File: src/rtl/m_store_buffer_pkg.sv
`default_nettype none
// ---------------------------------------------------------------------------
// m_store_buffer_pkg
// Store opcodes and the lane-aligned payload shared by the store buffer
// and its alignment helper.
// Revision: 1.0
// ---------------------------------------------------------------------------
package m_store_buffer_pkg;

  // Store opcode from the M stage
  typedef enum logic [2:0] {
    ST_NONE = 3'd0,
    ST_SW   = 3'd1,
    ST_SH   = 3'd2,
    ST_SB   = 3'd3
  } st_op_e;

  // Word-lane aligned store payload
  typedef struct packed {
    logic [3:0]  be;
    logic [31:0] wdata;
  } lane_t;

endpackage : m_store_buffer_pkg
`default_nettype wire

File: src/rtl/m_store_buffer_align.sv
`default_nettype none
// ---------------------------------------------------------------------------
// m_st_align
// Combinational store aligner: replicates store data onto the word lanes,
// builds byte enables and flags misaligned halfword/word stores.
// Revision: 1.0
// ---------------------------------------------------------------------------
module m_st_align
  import m_store_buffer_pkg::*;
(
  input  logic [2:0]  op_i,
  input  logic [1:0]  addr_i,
  input  logic [31:0] data_i,
  output logic        req_o,
  output lane_t       lane_o,
  output logic        misaligned_o
);

  // Decode opcode into lane payload and alignment status
  always_comb begin
    req_o        = 1'b0;
    lane_o       = '0;
    misaligned_o = 1'b0;
    case (st_op_e'(op_i))
      ST_SW: begin
        req_o        = 1'b1;
        lane_o.be    = 4'b1111;
        lane_o.wdata = data_i;
        misaligned_o = (addr_i != 2'b00);
      end
      ST_SH: begin
        req_o        = 1'b1;
        lane_o.be    = 4'b0011 << addr_i;
        lane_o.wdata = {2{data_i[15:0]}};
        misaligned_o = addr_i[0];
      end
      ST_SB: begin
        req_o        = 1'b1;
        lane_o.be    = 4'b0001 << addr_i;
        lane_o.wdata = {4{data_i[7:0]}};
      end
      default: ;
    endcase
  end

endmodule : m_st_align
`default_nettype wire

File: src/rtl/m_store_buffer.sv
`default_nettype none
// ---------------------------------------------------------------------------
// m_store_buffer
// M-stage store buffer: aligns sw/sh/sb, queues them in a DEPTH-entry FIFO
// and drains them in order over a req/ack bus. Stalls the pipeline when the
// queue cannot accept a store or a load word-overlaps a pending store.
// Revision: 1.0
// ---------------------------------------------------------------------------
module m_store_buffer
  import m_store_buffer_pkg::*;
#(
  parameter int DEPTH = 2,
  parameter int AW    = 32
) (
  input  logic          clk,
  input  logic          reset_n,
  input  logic          st_valid,
  input  logic [2:0]    st_op,
  input  logic [AW-1:0] st_addr,
  input  logic [31:0]   st_data,
  input  logic          ld_valid,
  input  logic [AW-1:0] ld_addr,
  output logic          stall,
  output logic          exc_ades,
  output logic          bus_req,
  output logic [AW-1:0] bus_addr,
  output logic [31:0]   bus_wdata,
  output logic [3:0]    bus_be,
  input  logic          bus_ack,
  output logic          empty
);

  localparam int PW = (DEPTH > 1) ? $clog2(DEPTH) : 1;
  localparam int CW = $clog2(DEPTH + 1);

  logic [AW-3:0]    waddr_q [DEPTH];
  lane_t            lane_q  [DEPTH];
  logic [DEPTH-1:0] valid_q;
  logic [PW-1:0]    rd_q, wr_q;
  logic [CW-1:0]    count_q, count_d;

  logic  al_req, al_mis, legal, full, full_eff, hit, push, pop;
  lane_t al_lane;

  m_st_align u_align (
    .op_i         (st_op),
    .addr_i       (st_addr[1:0]),
    .data_i       (st_data),
    .req_o        (al_req),
    .lane_o       (al_lane),
    .misaligned_o (al_mis)
  );

  // Byte offset of a load never matters: overlap is judged per word
  logic unused_ld_lo;
  assign unused_ld_lo = &{1'b0, ld_addr[1:0]};

  assign legal    = al_req & ~al_mis;
  assign exc_ades = st_valid & al_req & al_mis;
  assign full     = (count_q == CW'(DEPTH));
  assign empty    = (count_q == '0);
  assign bus_req  = ~empty;
  assign pop      = bus_req & bus_ack;
  // A full queue draining this cycle frees the slot the push will use
  assign full_eff = full & ~pop;

  // Conservative word-granular overlap check against every pending store
  always_comb begin
    hit = 1'b0;
    for (int i = 0; i < DEPTH; i++) begin
      if (valid_q[i] && (waddr_q[i] == ld_addr[AW-1:2])) hit = 1'b1;
    end
  end

  assign stall = (st_valid & legal & full_eff) | (ld_valid & hit);
  assign push  = st_valid & legal & ~stall;

  assign bus_addr  = bus_req ? {waddr_q[rd_q], 2'b00} : '0;
  assign bus_wdata = bus_req ? lane_q[rd_q].wdata : '0;
  assign bus_be    = bus_req ? lane_q[rd_q].be : '0;

  // Occupancy update from push/pop
  always_comb begin
    count_d = count_q;
    case ({push, pop})
      2'b10:   count_d = count_q + 1'b1;
      2'b01:   count_d = count_q - 1'b1;
      default: ;
    endcase
  end

  // Queue storage, pointers and occupancy; pop is applied before push so a
  // full-queue push into the slot being freed leaves it valid
  always_ff @(posedge clk or negedge reset_n) begin
    if (!reset_n) begin
      for (int i = 0; i < DEPTH; i++) begin
        waddr_q[i] <= '0;
        lane_q[i]  <= '0;
      end
      valid_q <= '0;
      rd_q    <= '0;
      wr_q    <= '0;
      count_q <= '0;
    end else begin
      if (pop) begin
        valid_q[rd_q] <= 1'b0;
        rd_q          <= rd_q + 1'b1;
      end
      if (push) begin
        waddr_q[wr_q] <= st_addr[AW-1:2];
        lane_q[wr_q]  <= al_lane;
        valid_q[wr_q] <= 1'b1;
        wr_q          <= wr_q + 1'b1;
      end
      count_q <= count_d;
    end
  end

endmodule : m_store_buffer
`default_nettype wire

File: config.mk
export PLATFORM = sky130hd
export DESIGN_NAME = m_store_buffer
export DESIGN_NICKNAME = d
export VERILOG_FILES = /design/src/rtl/m_store_buffer_pkg.sv /design/src/rtl/m_store_buffer_align.sv /design/src/rtl/m_store_buffer.sv
export SDC_FILE = /design/constraint.sdc
export NUM_CORES = 1
export LEC_CHECK = 0
export BUFFER_PORTS_ARGS = -buffer_cell sky130_fd_sc_hd__buf_2
export CAP_MARGIN = 20
export CORE_MARGIN = 2
export CORE_UTILIZATION = 51
export DETAILED_ROUTE_END_ITERATION = 12
export HOLD_SLACK_MARGIN = 0.05
export PLACE_DENSITY_LB_ADDON = 0.1
export SLEW_MARGIN = 20
export SYNTH_ARGS = -nofsm -noshare
export SYNTH_HDL_FRONTEND = slang
export SYNTH_HIERARCHICAL = 1
export SYNTH_SLANG_ARGS = --single-unit
File: constraint.sdc
create_clock -name clk -period 2.1 [get_ports clk]
set_clock_uncertainty 0.2 [all_clocks]
set_input_delay 0.21 -clock clk [delete_from_list [all_inputs] [get_ports clk]]
set_output_delay 0.21 -clock clk [all_outputs]
set_load 0.02 [all_outputs]
# Word-level counts from Yosys, hierarchy flattened
# Index checks and enable logic that the tools add are counted.
# Widths: inputs -> output; s select.
dict set report word_totals {
  register_bits 138
  latchBits 0
  ram_bits 0
  rom_bits 0
  output_inout_bits 72
  n_memories 0
}
dict set report op_classes {
  n_addsub 4
  n_mul 0
  div_mod_pow 0
  n_lt_le_gt_ge 7
  eq_ne 8
  shift 2
  mux 27
  n_bitwise 19
  reduce_logical 9
}
# operator count
set op_table {}
lappend op_table {{$mux 36} 4}
lappend op_table {{$mux 30} 4}
lappend op_table {{$pmux 36 s3} 1}
lappend op_table {{$bwmux 72} 1}
lappend op_table {{$mux 32} 2}
lappend op_table {{$bwmux 60} 1}
lappend op_table {{$eq 30x30->1} 2}
lappend op_table {{$demux 36 s1} 1}
lappend op_table {{$demux 30 s1} 1}
lappend op_table {{$and 1x1->1} 9}
lappend op_table {{$eq 3x2->1 const B} 2}
lappend op_table {{$logic_and 1x1->1} 5}
lappend op_table {{$mux 1} 5}
lappend op_table {{$eq 2x2->1 const B} 2}
lappend op_table {{$ge 2x2->1 const B} 2}
lappend op_table {{$lt 1x2->1 const B} 2}
lappend op_table {{$mux 2} 2}
lappend op_table {{$mux 4} 1}
lappend op_table {{$not 1->1} 4}
lappend op_table {{$not 1->2} 2}
lappend op_table {{$pmux 2 s2} 1}
lappend op_table {{$reduce_bool 2->1} 2}
lappend op_table {{$shl 1x2->4 const A} 1}
lappend op_table {{$shl 2x2->4 const A} 1}
lappend op_table {{other kinds (15)} 18}

# Logic depth before layout (Yosys ltp)
dict set report logic_depth {
  ltp_word 11
  depth_mapped 11
  mapped_depth_nobuf 10
}

# By module
# The synthesis kept the hierarchy.
# mod instances cells_per_inst area_each_um2
set modules_own_cells {}
lappend modules_own_cells {m_store_buffer 1 997 8264.2}
lappend modules_own_cells {m_st_align 1 102 628.1}

# Least setup slack after synthesis
# OpenSTA, ideal clock, no wires.
dict set report synth_timing {
  kind {input to register}
  from {input st_op[0]}
  to {register lane_q[60] (netlist name)}
  setup_time_ns 0.090
  arrival_time_ns 2.133
  t_required_ns 1.810
  slack_ns -0.324
  cell_stages 10
  n_path_buf 4
  path_cell_list {buf_4 -> and2b_1 -> buf_2 -> a22oi_1 -> nor2_1 -> nor4_1 -> clkbuf_1 -> clkbuf_1 -> nand2_1 -> o221ai_1}
}
dict set report synth_between {
  elab_chain_len 9
  elab_cells_between_ends 15
  cone_classes {eq/ne: 3; mux: 4; bitwise: 7; reduce/logical: 1}
}
# element line
set synth_rtl {}
lappend synth_rtl {{from (decl)} m_store_buffer.sv:18} ;# input logic [2:0] st_op,
lappend synth_rtl {{$eq 3x2->1 / $eq 3x1->1 (equally long branches)} m_store_buffer_align.sv:24} ;# case (st_op_e'(op_i))
lappend synth_rtl {{$pmux 1 s2 *} m_store_buffer_align.sv:24}
lappend synth_rtl {{via al_mis} m_store_buffer.sv:42} ;# logic al_req, al_mis, legal, full, full_eff, hit, push, pop;
lappend synth_rtl {{$not 1->1 *} m_store_buffer.sv:58} ;# assign legal = al_req & ~al_mis;
lappend synth_rtl {{$and 1x1->1 *} m_store_buffer.sv:58}
lappend synth_rtl {{$and 1x1->1 *} {m_store_buffer.sv:75, m_store_buffer.sv:76}}
lappend synth_rtl {{$and 1x1->1} m_store_buffer.sv:75} ;# assign stall = (st_valid & legal & full_eff) | (ld_valid & hit);
lappend synth_rtl {{$or 1x1->1} m_store_buffer.sv:75}
lappend synth_rtl {{$not 1->1} m_store_buffer.sv:76} ;# assign push = st_valid & legal & ~stall;
lappend synth_rtl {{$and 1x1->1 *} m_store_buffer.sv:76}
lappend synth_rtl {{to (signal, indexed assignment)} m_store_buffer.sv:111} ;# lane_q[wr_q] <= al_lane;
lappend synth_rtl {{to (decl)} m_store_buffer.sv:37} ;# lane_t lane_q [DEPTH];
# Mark *: on every way through the listed nets, which the timed path passes. The rest lies on a longest branch.
# A chain may end at the register's enable or synchronous reset.

# Worst setup path after layout
dict set report layout_timing {
  from {register waddr_q[31] (netlist name)}
  to {register count_q[1]}
}
dict set report layout_between {
  elab_chain_len 10
  elab_cells_between_ends 12
  cone_classes {eq/ne: 3; mux: 3; bitwise: 4; reduce/logical: 2}
}
# element line
set layout_rtl {}
lappend layout_rtl {{from (decl)} m_store_buffer.sv:36} ;# logic [AW-3:0] waddr_q [DEPTH];
lappend layout_rtl {{from (signal, indexed assignment)} m_store_buffer.sv:110} ;# waddr_q[wr_q] <= st_addr[AW-1:2];
lappend layout_rtl {{$eq 30x30->1 *} m_store_buffer.sv:71} ;# if (valid_q[i] && (waddr_q[i] == ld_addr[AW-1:2])) hit = 1'b1;
lappend layout_rtl {{$logic_and 1x1->1 *} m_store_buffer.sv:71}
lappend layout_rtl {{$mux 1 * (2 in a row)} m_store_buffer.sv:71}
lappend layout_rtl {{$and 1x1->1 *} m_store_buffer.sv:75}
lappend layout_rtl {{$or 1x1->1 *} m_store_buffer.sv:75}
lappend layout_rtl {{$not 1->1 *} m_store_buffer.sv:76}
lappend layout_rtl {{$and 1x1->1 *} m_store_buffer.sv:76}
lappend layout_rtl {{$eq 2x1->1 / $eq 2x2->1 (equally long branches)} m_store_buffer.sv:85} ;# case ({push, pop})
lappend layout_rtl {{$pmux 2 s2 / $reduce_bool 2->1 (equally long branches)} n/a}
lappend layout_rtl {{to (signal assigned)} m_store_buffer.sv:115} ;# count_q <= count_d;
lappend layout_rtl {{to (decl)} m_store_buffer.sv:40} ;# logic [CW-1:0] count_q, count_d;
# Every way passes the cells marked *; elsewhere a longest branch is shown, timed or not.

==> qor.txt <==
Clock root buffer master: clkbuf_16
First-pass GRT wire length: 52300 um
Ant. Diodes: 0
Crit path max fanout: 4
Yosys warnings: 6
Worst setup EP type: flop
Pwr/cell area: 1360 nW/um^2
Worst Path Required: 2210 ps
Syn Std Cell Area: 8890 um^2
Die Height: 136 um
Max_slew headroom: 54.1%
LEAKAGE: 6.12 nW
Max Fclk: 361 MHz
Area delta synth->final: 54.2%
RSZ-0062 raised after global routing: yes
Placed cell area: 10800 um^2
Cell row count: 48
Final worst-path cycle share: 132%
GR Overflow Total: 0
CTS Sinks: 138
Distinct cells, synth: 40
Main flop type after synthesis: dfrtp_1
Commonest non-fill, non-tap cell in the layout: nand2_1
Commonest non-fill, non-tap cells in the layout: 406 x nand2_1, 137 x dfrtp_1, 134 x buf_4
Fin. Hold Viols: 0
Worst Slack Setup Final: -669 ps
Failing checks: setup timing
Largest net degree at the start of global routing: 133
EDFF count, synth: 0
Startpoint types: flop
Status: finished with violations
Die area: 18500 um^2
Hold Crit Class: input pin to flop
Mapped Cells: 1099
I/O pin count: 176
Port buffer count: 171
Gr usage total: 37.1%
WHS Path Cells: 5
Worst skew pair latency: 430 ps
Clock slew at reported path FFs: 60 ps
Vias per inst: 6.32
Least-Margin Pin Slew: 688 ps
Pre-CTS setup slack: -340 ps
Routed vias: 10400
VDD IR max: 0.000894 V
Post-route cell area: 13700 um^2
Vias in the first global route: 9434
Max Cap Viol: 0
Tmin final: 2770 ps
GP Congestion: 0.909
CTS tree: done
Share of cells above drive strength 1: 34.0%
Die Width: 136 um
Async set or reset register ratio after synthesis: 100%
CP Class: flop to flop
Post-route ant nets: 0
HPWL after detailed placement: 19800 um
First-pass DRT Iterations: 5
Syn avg cell area: 8.09 um^2
Htree depth: 4
Initial antenna violation count: 0
Wirelength per Cell: 22.9 um
Worst R2R Path Depth: 11
Nets@finish: 1509
CTS Buffer Depth: 2
Placeable Area: 17200 um^2
Worst Path Arrival: 2880 ps
Number of DRC markers in iteration 0: 1226
CTS buffer count: 17
Fill cell count: 1069
Final setup fails: 165
Seq/Total Area, Yosys: 38.8%
Routed WL: 37600 um
Initial Util: 51.8%
Overall Power: 18.7 mW
Post-route DRC violation count: 0
Synth Register Bits: 138
Slew Viols, Final: 0
## worst paths after layout
path	slack (ps)	to	startpoint
min reg2reg	310	lane_q[44]$_DFFE_PN0P_	lane_q[44]$_DFFE_PN0P_
max reg2reg	-670	count_q[1]$_DFFE_PN0P_	waddr_q[31]$_DFFE_PN0P_
max	-670	count_q[1]$_DFFE_PN0P_	waddr_q[31]$_DFFE_PN0P_
min	60	lane_q[9]$_DFFE_PN0P_	st_data[9]
min in group asynchronous	160	waddr_q[49]$_DFFE_PN0P_	reset_n
max in group asynchronous	1200	lane_q[71]$_DFFE_PN0P_	reset_n
## power breakdown
| group | internal (mW) | switching (mW) | total, mW |
|---|---|---|---|
| sequential | 3.90 | 1.07 | 4.97 |
| combinational | 4.91 | 5.49 | 10.4 |
| clock | 2.08 | 1.24 | 3.32 |
## cell usage after synthesis (2+ instances only)
library cell,n,area share [%]
a21oi_1,18,1.0
nor2_1,82,3.5
nand2_1,408,17
mux2i_1,74,8.3
nand4_1,14,0.98
a22oi_1,9,0.76
clkbuf_1,59,2.5
xnor2_1,64,6.3
nand2b_1,3,0.21
buf_1,7,0.30
and2_1,9,0.63
o21ai_0,3,0.17
dfrtp_1,138,39
buf_2,22,1.2
inv_1,4,0.17
or2_2,2,0.14
nand3_1,10,0.56
a211oi_1,8,0.68
nor4_2,4,0.56
o21ai_1,2,0.11
buf_6,2,0.25
buf_4,8,0.68
o221ai_1,132,13
## per-layer routing
layer / global-route usage, % / wire, um
met2: 59.4 / 17700
met3: 8.20 / 3990
met1: 48.7 / 13900
met4: 15.2 / 1940
met5: 0 / 0
## metrics by stage
| stage | hold slack [ps] | instances | setup TNS [ps] | utilization, % |
|---|---|---|---|---|
| floorplan | -286 | 1100 | -440 | - |
| global placement | -85.8 | 1514 | -31740 | 63.0 |
| detailed placement | -84.4 | 1514 | -38800 | 63.0 |
| CTS | 61.0 | 1612 | -54370 | 73.8 |
| global route | 83.8 | 1642 | -80650 | 79.8 |
| finish | 59.3 | 1642 | -68710 | 79.8 |
## cell type report
class | count | area, um^2 | share of cell area, %
repair buffers | 384 | 3700 | 27.0
multi-input cells | 858 | 5600 | 40.9
clock inverters | 11 | 168 | 1.22
inverters | 5 | 31.3 | 0.228
flip-flops and latches | 138 | 3460 | 25.2
well taps | 225 | 282 | 2.05
clock buffers | 21 | 470 | 3.43
## repair_timing
| item | 4_1_cts | 5_1_grt |
|---|---|---|
| setup endpoints to repair | 204 | 171 |
| gates resized for setup | 48 | 148 |
| cloned | 19 | 10 |
| hold buffers | 38 | 0 |
| pin swaps | 8 | 13 |
| hold endpoints to repair | 207 | 0 |
| buffers inserted | 10 | 24 |
## cells by family after synthesis
family	after synthesis	synth area share [%]
mux	74	8.33
flops	138	38.8
buf+inv	104	5.39
xor+xnor	66	6.71
compound gates	176	16.2
other cells	1	0.0422
fa+ha+maj	1	0.141
simple gates	539	24.3
## worst max-delay path, stage by stage (launching register included)
cell and delay [ps]:
dfrtp_1 410, xnor2_1 260, nand4_1 210, nor4_4 430, a22oi_4 150, buf_4 160
buf_6 130, o21ai_4 190, ha_4 170, xnor2_2 120, nor2_2 60, xor2_1 160
## registers in the layout (all words and copies together) (netlist names)
signal,cells
count_q,2
lane_q,72
rd_q,1
valid_q,2
waddr_q,60
wr_q,1
Power figures use the tool's default switching activity.
